`src/rtl/multi_input_conditioner.sv`:
```
// Multi-channel pin conditioner: per-channel synchroniser, stability-window debouncer,
// registered edge pulses, and a masked sticky edge-capture register.
module multi_input_conditioner #(
  parameter int unsigned CHANNELS    = 4,
  parameter int unsigned SYNC_STAGES = 2,
  parameter int unsigned WAIT_CYCLES = 3
) (
  input  logic                clk,
  input  logic                reset_n,
  input  logic [CHANNELS-1:0] noisysignal,
  input  logic [CHANNELS-1:0] edge_mask,
  input  logic [CHANNELS-1:0] clear_seen,
  output logic [CHANNELS-1:0] conditioned,
  output logic [CHANNELS-1:0] positiveedge,
  output logic [CHANNELS-1:0] negativeedge,
  output logic [CHANNELS-1:0] edge_seen,
  output logic                any_edge
);

  localparam int unsigned      CNT_W    = $clog2(WAIT_CYCLES + 1);
  localparam logic [CNT_W-1:0] CNT_LAST = CNT_W'(WAIT_CYCLES - 1);

  for (genvar c = 0; c < CHANNELS; c++) begin : g_ch
    logic [SYNC_STAGES-1:0] r_sync;
    logic [CNT_W-1:0]       r_cnt;
    logic                   r_cond;
    logic                   r_pos;
    logic                   r_neg;
    logic                   r_seen;
    logic                   w_sync_last;
    logic                   w_mismatch;
    logic                   w_accept;

    assign w_sync_last = r_sync[SYNC_STAGES-1];
    assign w_mismatch  = (w_sync_last != r_cond);
    assign w_accept    = w_mismatch && (r_cnt == CNT_LAST);

    // Only the last synchroniser stage is ever observed.
    always_ff @(posedge clk or negedge reset_n) begin
      if (!reset_n) begin
        r_sync <= '0;
      end else begin
        r_sync <= {r_sync[SYNC_STAGES-2:0], noisysignal[c]};
      end
    end

    // A new level is accepted after WAIT_CYCLES consecutive disagreeing samples.
    always_ff @(posedge clk or negedge reset_n) begin
      if (!reset_n) begin
        r_cnt  <= '0;
        r_cond <= 1'b0;
        r_pos  <= 1'b0;
        r_neg  <= 1'b0;
      end else begin
        r_pos <= w_accept && w_sync_last;
        r_neg <= w_accept && !w_sync_last;
        if (w_accept) begin
          r_cond <= w_sync_last;
        end
        if (!w_mismatch || w_accept) begin
          r_cnt <= '0;
        end else begin
          r_cnt <= r_cnt + CNT_W'(1);
        end
      end
    end

    // Sticky capture; a new edge wins over a simultaneous clear.
    always_ff @(posedge clk or negedge reset_n) begin
      if (!reset_n) begin
        r_seen <= 1'b0;
      end else if ((r_pos || r_neg) && edge_mask[c]) begin
        r_seen <= 1'b1;
      end else if (clear_seen[c]) begin
        r_seen <= 1'b0;
      end
    end

    assign conditioned[c]  = r_cond;
    assign positiveedge[c] = r_pos;
    assign negativeedge[c] = r_neg;
    assign edge_seen[c]    = r_seen;
  end

  assign any_edge = |edge_seen;

endmodule

```
`config.mk`:
```
export PLATFORM = sky130hd
export DESIGN_NAME = multi_input_conditioner
export DESIGN_NICKNAME = d
export VERILOG_FILES = /design/src/rtl/multi_input_conditioner.sv
export SDC_FILE = /design/constraint.sdc
export NUM_CORES = 1
export LEC_CHECK = 0
export BUFFER_PORTS_ARGS = -buffer_cell sky130_fd_sc_hd__buf_2
export CORE_MARGIN = 2
export CORE_UTILIZATION = 46
export CTS_CLUSTER_SIZE = 25
export DETAILED_ROUTE_END_ITERATION = 6
export GPL_ROUTABILITY_DRIVEN = 0
export PLACE_DENSITY_LB_ADDON = 0.25
export REMOVE_ABC_BUFFERS = 1
export SLEW_MARGIN = 20
export SYNTH_ARGS = -nofsm -noshare
export SYNTH_HDL_FRONTEND = slang
export SYNTH_SLANG_ARGS = --single-unit
```
`constraint.sdc`:
```
create_clock -name clk -period 1 [get_ports clk]
set_clock_uncertainty 0.1 [all_clocks]
set_input_delay 0.15 -clock clk [delete_from_list [all_inputs] [get_ports clk]]
set_output_delay 0.15 -clock clk [all_outputs]
set_load 0.02 [all_outputs]
```
Word-level counts from Yosys, hierarchy flattened
Index checks and enable logic that the tools add are counted.
{ "totals": {"word_cells": 85, "in_bits": 14, "regBits": 32, "out_inout_bits": 17} }
{ "classes": {"reduce_logical": 37, "n_mux": 12, "n_eq_ne": 8, "n_addsub": 4} }
{ "ops": {"columns": ["op", "n"], "rows": [
  ["1-bit logical AND", 16],
  ["2-bit by 1-bit adder with 2-bit output (second input constant)", 4],
  ["2-bit equality test (second input constant)", 4],
  ["1-bit logical NOT", 8],
  ["1-bit logical OR", 8],
  ["1-bit two-way mux", 8],
  ["2-bit two-way mux", 4],
  ["2-bit nonzero test", 4],
  ["1-bit != test", 4],
  ["4-bit OR reduction", 1]
]} }

Depth between registers and ports, before layout
Gate-level depths: netlist of the first run.
{ "depth": {"word_depth": 4, "depth_mapped": 4} }

Worst setup path after synthesis of the first run
Ideal clock, no wire load.
{ "synth_path": {"path_type": "reg2reg", "from": "register g_ch[1].r_cnt[0]", "to": "register g_ch[1].r_cnt[1]", "n_path_buf": 0, "path_stages_with_launch": 4, "path_slack_ns": 0.043, "setup_time_ns": 0.086, "required_ns": 0.814, "arrival_time_ns": 0.771, "cell_sequence": "dfrtp_1 inv_1 ha_1 nor3_1"} }
{ "synth_between": {"elab_chain_cells": 4, "elab_cells_between_ends": 5, "classes_between": "add/sub (1); eq/ne (1); mux (1); reduce/logical (2)"} }
{ "synth_rtl": {"columns": ["element", "line", "text"], "rows": [
  ["start: declaration", "25", "logic [CNT_W-1:0] r_cnt;"],
  ["start signal: assignment", "63", "r_cnt <= r_cnt + CNT_W'(1);"],
  ["2-bit equality test", "36", "assign w_accept = w_mismatch && (r_cnt == CNT_LAST);"],
  ["1-bit logical AND", "36", null],
  ["1-bit logical OR", "60", "if (!w_mismatch || w_accept) begin"],
  ["2-bit two-way mux (*)", "60", null]
]} }
Mark *: on every way between the ends. The rest lies on a longest branch, timed or not.
A chain may end at the register's enable or synchronous reset.

Worst setup path after layout of the first run
{ "layout_path": {"from": "register g_ch[2].r_seen", "to": "output any_edge"} }
{ "layout_between": {"elab_chain_cells": 1} }
{ "layout_rtl": {"columns": ["element", "line", "text"], "rows": [
  ["start: declaration", "29", "logic r_seen;"],
  ["start signal: assignment", "71", "r_seen <= 1'b0;"],
  ["start signal: assignment", "73", "r_seen <= 1'b1;"],
  ["start signal: assignment", "75", "r_seen <= 1'b0;"],
  ["4-bit OR reduction", "85", "assign any_edge = |edge_seen;"],
  ["end: declaration", "17", "output logic any_edge"]
]} }
Every way passes these cells.

==> out/qor_table.md, run 1 <==
| Result | This run | Unit |
|---|---|---|
| Type of the most critical hold path | in -> async | - |
| Worst slew margin relative to its limit | 0.791 | - |
| Global routing usage summed across all routing layers | 0.176 | - |
| Gr ovfl total | 0 | - |
| DRT antenna net count | 0 | - |
| Post-CTS clock slew at the launch and capture registers of the worst setup and hold paths | 100 | ps |
| Crit-path cells | inv_2 > nand4_1 > buf_4 | - |
| Share of the synthesized area in compound gates (AO/OA/AOI/OAI) | 0.0493 | - |
| Top layer in use | met4 | - |
| H-tree level count | 2 | - |
| Total number of vias | 855 | - |
| Final instance area | 0.00193 | mm^2 |
| Critical Path Start Type | flop | - |
| Slowest library cell on the worst path | sky130_fd_sc_hd__dfrtp_1 | - |
| XOR/XNOR share of the synthesized area | 0.0288 | - |
| Buffer cell driving the clock tree root | sky130_fd_sc_hd__clkbuf_4 | - |
| Antenna violations before repair | 0 | - |
| Height of the die | 55.4 | um |
| Total number of yosys warnings | 0 | - |
| Vias in the first global route | 951 | - |
| Logic pwr share | 0.453 | - |
| Area of the mapped netlist | 0.00122 | mm^2 |
| Critical path peak fanout | 2 | - |
| Leakage | 0.909 | nW |
| 1st-iter DRT viols | 12 | - |
| Port bufs | 30 | - |
| Switching fraction of total power | 0.350 | - |
| Number of vias per cell after detailed routing | 4.80 | - |
| Clock net sink count | 32 | - |
| Data arrival time at the worst-slack endpoint | 1040 | ps |
| Synth Area in Simple Gates | 0.0874 | - |
| Critical path origin | g_ch[2].r_seen | - |
| Setup repair after global routing missed its margin | true | - |
| # rows | 18 | - |
| Met2 routed WL | 1400 | um |
| DRC viols | 0 | - |
| Instance area after placement | 0.00131 | mm^2 |
| Die outline area | 0.00307 | mm^2 |
| Number of clock buffers inserted by TritonCTS | 5 | - |
| Average routed wire per standard cell | 13.7 | um |
| Post-synth top area cell | sky130_fd_sc_hd__dfrtp_1 | - |
| Largest family of logic cells by synthesized area | buffers and inverters | - |
| Library cells used by synthesis | 11 | - |
| Initial Utilization | 0.487 | - |
| Portion of total power attributed to sequential cells | 0.384 | - |
| Number of top-level pins | 31 | - |
| Area growth from synthesis to layout | 58.2 | % |
| PwrDens | 2450 | mW/mm^2 |
| Violations in the final reports | setup timing | - |
| Setup slack of the most critical reg-to-reg path | -20 | ps |
| Final slew viol count | 0 | - |
| Endpoint class of the critical path | output port | - |
| Share of layout cells above drive strength 1 | 0.595 | - |
| Crit Reg-Reg Startpoint | g_ch[3].r_cnt[0] | - |
| Max-Cap Viols | 0 | - |
| Number of standard cells after synthesis | 101 | - |
| Portion of total power attributed to the clock network | 0.163 | - |
| Psw | 1.65 | mW |
| Path type of the worst setup path | reg -> out | - |
| Finished Core Util | 0.770 | - |
| Final period util | 1.29 | - |
| Wirelength, routed | 2440 | um |
| Yosys top cell area share | 0.658 | - |
| Adder-cell share of the synthesized area | 0.0411 | - |
| Insertion delay of the later-clocked pin in the worst-skew pair | 330 | ps |
| Wire length on met3 | 94 | um |
| Detailed Routing Iterations Pass 1 | 2 | - |
| Pin count of the biggest net entering global routing | 33 | - |
| CP required | 750 | ps |
| Post-synthesis area per instance | 12.1 | um^2 |
| Die boundary width | 55.4 | um |
| Maximum buffer depth of the clock tree | 2 | - |
| Minimum clock period | 1290 | ps |
| Wire length the detailed router placed on met1 | 884 | um |
| Core area | 0.00250 | mm^2 |
| Cell internal power dissipation | 3.06 | mW |
| Least setup slack across all paths after layout | -291 | ps |
| Net count reported at finish | 165 | - |
| Half-perimeter wire length after detailed placement | 1250 | um |
| CP max stage delay | 400 | ps |
| Status | finished with violations | - |
| Clock tree from TritonCTS | yes | - |
| Flop and latch count out of synthesis | 32 | - |
| Transition time of the tightest slew-check pin | 313 | ps |
| Worst vdd ir | 0.00170 | V |
| Post-synthesis sequential area ratio | 0.658 | - |
| Setup violators final | 23 | - |
| Diode count | 0 | - |
| Highest achievable clock rate | 774 | MHz |
| Mux cell area share after synthesis | 0 | - |
| Final Hold Fails | 0 | - |
| Wire length of the first global-routing pass | 4010 | um |
| Largest cells by area after synthesis | sky130_fd_sc_hd__dfrtp_1 66%, sky130_fd_sc_hd__buf_4 9.9%, sky130_fd_sc_hd__o21ai_0 4.9%, sky130_fd_sc_hd__ha_1 4.1%, sky130_fd_sc_hd__inv_1 3.7% | - |
[worst paths after layout]
| path | to | cells past startpoint |
|---|---|---|
| setup / recovery | any_edge | 3 |
| hold / removal | g_ch[1].r_sync[1] | 3 |
| setup reg to reg | g_ch[3].r_neg | 3 |
| hold reg to reg | g_ch[1].r_sync[1] | 0 |
| max in group asynchronous | g_ch[2].r_sync[1] | 3 |
| min in group clk | g_ch[1].r_sync[1] | 0 |
[synth_stat cells]
cell type / n
sky130_fd_sc_hd__nor3b_1: 4
sky130_fd_sc_hd__o21ai_0: 12
sky130_fd_sc_hd__nor3_1: 8
sky130_fd_sc_hd__nor2_1: 4
sky130_fd_sc_hd__dfrtp_1: 32
sky130_fd_sc_hd__xnor2_1: 4
sky130_fd_sc_hd__nand2_1: 4
sky130_fd_sc_hd__nand4_1: 1
sky130_fd_sc_hd__ha_1: 4
sky130_fd_sc_hd__inv_1: 12
sky130_fd_sc_hd__buf_4: 16
[cell type report]
class | count | area [um^2]
tap | 30 | 37.5
sequential | 32 | 802
inverter | 12 | 45.0
clock inverter | 2 | 10.0
multi-input combinational | 41 | 485
fill | 139 | 574
clock buffer | 6 | 51.3
timing repair buffer | 55 | 494
[critical path: cells and delay by family, from the launching register on]
family	cells	cell delay, ps
buf+inv	2	220
simple gates	1	90
flops	1	400
[sequential cells by signal, indices dropped and copies added, names as in the netlist]
name and flops:
g_ch.r_cnt 8, g_ch.r_cond 4, g_ch.r_neg 4, g_ch.r_pos 4
g_ch.r_seen 4, g_ch.r_sync 8
[stage by stage]
step | TNS (ps) | hold WS, ps | setup slack (ps) | std cells | power [mW]
floorplan | -3.39 | -246 | -3.39 | 85 | 2.39
global placement | -14.8 | 13.3 | -11.1 | 146 | 2.68
detailed placement | -327 | 15.1 | -57.9 | 146 | 2.73
CTS | -2690 | 185 | -299 | 176 | 4.39
global route | -3770 | 207 | -347 | 178 | 4.98
finish | -2610 | 187 | -291 | 178 | 4.71
[power by group through the flow]
stage	Combinational (mW)	Clock [mW]	Sequential (mW)
finish	2.13	0.769	1.81
detailed placement	0.959	0	1.77
CTS	1.83	0.790	1.77
global route	2.31	0.834	1.84
floorplan	0.478	0	1.91
global placement	0.926	0	1.75
[timing repair]
item	in CTS	in global routing
pin swaps	5	8
gates cloned	0	0
hold buffers	13	0
hold endpoints to repair	40	0
buffers inserted	9	3
resized for setup	63	28
endpoints found under the setup margin	34	37
[routing by layer]
metal	vias up	global-route usage
li1	403	-
met5	-	0
met3	9	0.0562
met2	21	0.311
met4	0	0.108
met1	422	0.178
[kinds of logic (layout without fill, tap and decap cells)]
| group | Yosys count | after routing |
|---|---|---|
| flops | 32 | 32 |
| compound gates | 12 | 12 |
| buf+inv | 28 | 75 |
| simple gates | 21 | 21 |
| xor+xnor | 4 | 4 |
| fa+ha+maj | 4 | 4 |
[cells in the final DEF, fill, tap and decap left out, types with 2 or more instances in the layout]
master,count
sky130_fd_sc_hd__nor2_2,3
sky130_fd_sc_hd__inv_1,4
sky130_fd_sc_hd__clkbuf_4,5
sky130_fd_sc_hd__nor3_2,7
sky130_fd_sc_hd__nand2_2,3
sky130_fd_sc_hd__o21ai_1,3
sky130_fd_sc_hd__nor3b_4,2
sky130_fd_sc_hd__dfrtp_1,31
sky130_fd_sc_hd__xnor2_4,4
sky130_fd_sc_hd__dlygate4sd3_1,13
sky130_fd_sc_hd__inv_2,8
sky130_fd_sc_hd__nor3b_2,2
sky130_fd_sc_hd__ha_4,4
sky130_fd_sc_hd__buf_4,8
sky130_fd_sc_hd__buf_6,19
sky130_fd_sc_hd__buf_2,14
sky130_fd_sc_hd__o21ai_2,2
sky130_fd_sc_hd__clkinv_2,2
sky130_fd_sc_hd__o21ai_0,7
Power figures use the tool's default switching activity.
==> run 2, diff against run 1 <==
--- a/config.mk
+++ b/config.mk
@@ -13,6 +13,7 @@
 export GPL_ROUTABILITY_DRIVEN = 0
 export PLACE_DENSITY_LB_ADDON = 0.25
 export REMOVE_ABC_BUFFERS = 1
+export SETUP_SLACK_MARGIN = 0.2
 export SLEW_MARGIN = 20
 export SYNTH_ARGS = -nofsm -noshare
 export SYNTH_HDL_FRONTEND = slang
==> constraint.sdc (replaced) <==
create_clock -name clk -period 1 [get_ports clk]
set_clock_uncertainty 0.1 [all_clocks]
set_input_delay 0 -clock clk [delete_from_list [all_inputs] [get_ports clk]]
set_output_delay 0 -clock clk [all_outputs]
set_load 0.02 [all_outputs]
==> run 2 against run 1 <==
  * The flow still finishes with violations (setup timing)
  * Worst hold slack got worse by 180 ps
  * Count of clock-buffer cells in the layout increased by 2
  * Power decreased by 0.18%
  * Wire length decreased by 9.1%
  * Combinational power about the same
  * First-iteration DRC count decreased by 50%
  * Via count increased by 0.23%
  * Largest cell class unchanged
==> out/qor_table.md, run 2 (synthesis gave the netlist of run 1 again) <==
| Result | This run | Unit | Delta |
|---|---|---|---|
| Data arrival time at the worst-slack endpoint | 1030 | ps | about the same |
| Least setup slack across all paths after layout | -131 | ps | +161 ps |
| Core area | 0.00250 | mm^2 | unchanged |
| H-tree level count | 2 | - | unchanged |
| Net count reported at finish | 170 | - | +3.0% |
| Vias in the first global route | 919 | - | -3.4% |
| Register area | 806 | um^2 | +0.47% |
| Port bufs | 30 | - | unchanged |
| Gr ovfl total | 0 | - | unchanged |
| Average routed wire per standard cell | 12.1 | um | -12% |
| Post-CTS clock slew at the launch and capture registers of the worst setup and hold paths | 90 | ps | about the same |
| Type of the most critical hold path | in -> async | - |  |
| Number of vias per cell after detailed routing | 4.68 | - | -2.5% |
| PwrDens | 2400 | mW/mm^2 | -1.8% |
| Post-route non-filler standard cell count | 183 | - | +2.8% |
| Wirelength, routed | 2210 | um | -9.1% |
| Setup slack of the most critical reg-to-reg path | -20 | ps | about the same |
| Antenna violations before repair | 0 | - | unchanged |
| Share of layout cells above drive strength 1 | 0.647 | - | +0.0525 |
| Area growth from synthesis to layout | 60.8 | % |  |
| Critical path peak fanout | 2 | - | unchanged |
| Insertion delay of the later-clocked pin in the worst-skew pair | 320 | ps | about the same |
| Max-Cap Viols | 0 | - | unchanged |
| Largest registers in the final layout | g_ch.r_cnt (8), g_ch.r_sync (8) | - |  |
| Endpoint of the worst register-to-register path | g_ch[1].r_cnt[1] | - |  |
| CP required | 900 | ps | +150 ps |
| Detailed Routing Iterations Pass 1 | 3 | - | +1 |
| Final Hold Fails | 0 | - | unchanged |
| Worst vdd ir | 0.00221 | V | +29% |
| Clock tree from TritonCTS | yes | - |  |
| Most frequent cells in the layout | 28 x sky130_fd_sc_hd__dfrtp_1, 17 x sky130_fd_sc_hd__buf_6, 14 x sky130_fd_sc_hd__buf_2, 14 x sky130_fd_sc_hd__buf_4, 13 x sky130_fd_sc_hd__dlygate4sd3_1 | - |  |
| Transition time of the tightest slew-check pin | 330 | ps | +16.5 ps |
| DRC viols | 0 | - | unchanged |
| Wire length of the first global-routing pass | 3950 | um | -1.4% |
| Worst slew margin relative to its limit | 0.780 | - | -0.0110 |
| Setup repair after global routing missed its margin | true | - |  |
| Initial Utilization | 0.487 | - | unchanged |
| Maximum buffer depth of the clock tree | 2 | - | unchanged |
| Height of the die | 55.4 | um | unchanged |
| Buffer cell driving the clock tree root | sky130_fd_sc_hd__clkbuf_4 | - |  |
| Crit Reg-Reg Startpoint | g_ch[1].r_cond | - |  |
| Highest achievable clock rate | 884 | MHz | +14% |
| Minimum clock period | 1130 | ps | -161 ps |
| Leakage | 0.939 | nW | +3.4% |
| # rows | 18 | - | unchanged |
| Total number of vias | 857 | - | +0.23% |
| Pin count of the biggest net entering global routing | 20 | - | -39% |
| Final period util | 1.13 | - | -0.161 |
| Commonest non-fill, non-tap cell in the layout | sky130_fd_sc_hd__dfrtp_1 | - |  |
| Half-perimeter wire length after detailed placement | 1320 | um | +5.6% |
| Critical path origin | g_ch[2].r_seen | - |  |
| Status | finished with violations | - |  |
| Number of top-level pins | 31 | - | unchanged |
| R2r worst-path depth | 3 | - | unchanged |
| Endpoint class of the critical path | output port | - |  |
| Diode count | 0 | - | unchanged |
| Die boundary width | 55.4 | um | unchanged |
| Die outline area | 0.00307 | mm^2 | unchanged |
| Violations in the final reports | setup timing | - |  |
| Number of clock buffers inserted by TritonCTS | 5 | - | unchanged |
| Final slew viol count | 0 | - | unchanged |
| Finished Core Util | 0.783 | - | +0.0130 |
| DRT antenna net count | 0 | - | unchanged |
| Setup violators final | 8 | - | -65% |
| Clock net sink count | 32 | - | unchanged |
| Area used by multi-input combinational logic | 474 | um^2 | -2.3% |
| Path type of the worst setup path | reg -> out | - |  |
| End point of the critical path | any_edge | - |  |
| Global routing usage summed across all routing layers | 0.174 | - | -0.00227 |
| Critical Path Start Type | flop | - |  |
| Cell count after placement | 146 | - | unchanged |
| 1st-iter DRT viols | 6 | - | -6 |
| FILL cells | 139 | - | unchanged |
==> run 2: routing by layer <==
layer  track usage  vias to the layer above  wire [um]
li1              -                      415          -
met2         0.303                       18       1210
met4        0.0732                        0         29
met5             0                        -          0
met3        0.0726                        2         91
met1         0.183                      422        884
==> run 2: worst min-delay path by stage <==
stage,startpoint,slack [ps],cells past startpoint,end
after floorplan,reset_n,-400,0,g_ch[0].r_cnt[0]
after global placement,reset_n,-180,1,g_ch[0].r_sync[0]
after detailed placement,reset_n,-180,1,g_ch[3].r_cond
after CTS,reset_n,-9,2,g_ch[0].r_cnt[1]
after global routing,reset_n,20,2,g_ch[0].r_cnt[1]
final,reset_n,4,2,g_ch[0].r_cnt[1]
==> run 2: worst max-delay path, stage by stage (launching register included) <==
cell and delay (ps):
sky130_fd_sc_hd__dfrtp_1 400, sky130_fd_sc_hd__inv_2 60, sky130_fd_sc_hd__nand4_1 90, sky130_fd_sc_hd__buf_4 160
==> run 2: final cells by class <==
class | count | share of cell area
Clock buffer | 8 | 0.0300
Inverter | 12 | 0.0230
Multi-Input combinational cell | 41 | 0.242
Sequential cell | 32 | 0.412
Tap cell | 30 | 0.0192
Timing Repair Buffer | 60 | 0.274
==> run 2: through the flow <==
stage          TNS (ps)  area, um^2  setup slack (ps)  hold WS [ps]  power, mW
3_3_place_gp      -25.6        1310             -12.1          -181       2.68
5_1_grt            -974        1960              -188          15.1       5.00
4_1_cts            -316        1850              -143         -8.54       4.44
6_report           -315        1960              -131          3.92       4.70
3_5_place_dp       -274        1310             -50.9          -183       2.73
2_1_floorplan         0        1100              43.1          -396       2.39
==> run 2: timing repair <==
| item | 4_1_cts | 5_1_grt |
|---|---|---|
| hold buffers | 13 | 0 |
| buffers inserted | 14 | 2 |
| pin swaps | 13 | 9 |
| endpoints found under the setup margin | 41 | 41 |
| gates resized for setup | 78 | 22 |
| hold endpoints to repair | 40 | 0 |
==> run 2: report_power, final <==
group	leakage, nW	switching, mW	internal [mW]	total, mW
Combinational	0.498	0.941	1.19	2.13
Clock	0.0326	0.391	0.347	0.738
Sequential	0.408	0.255	1.58	1.83
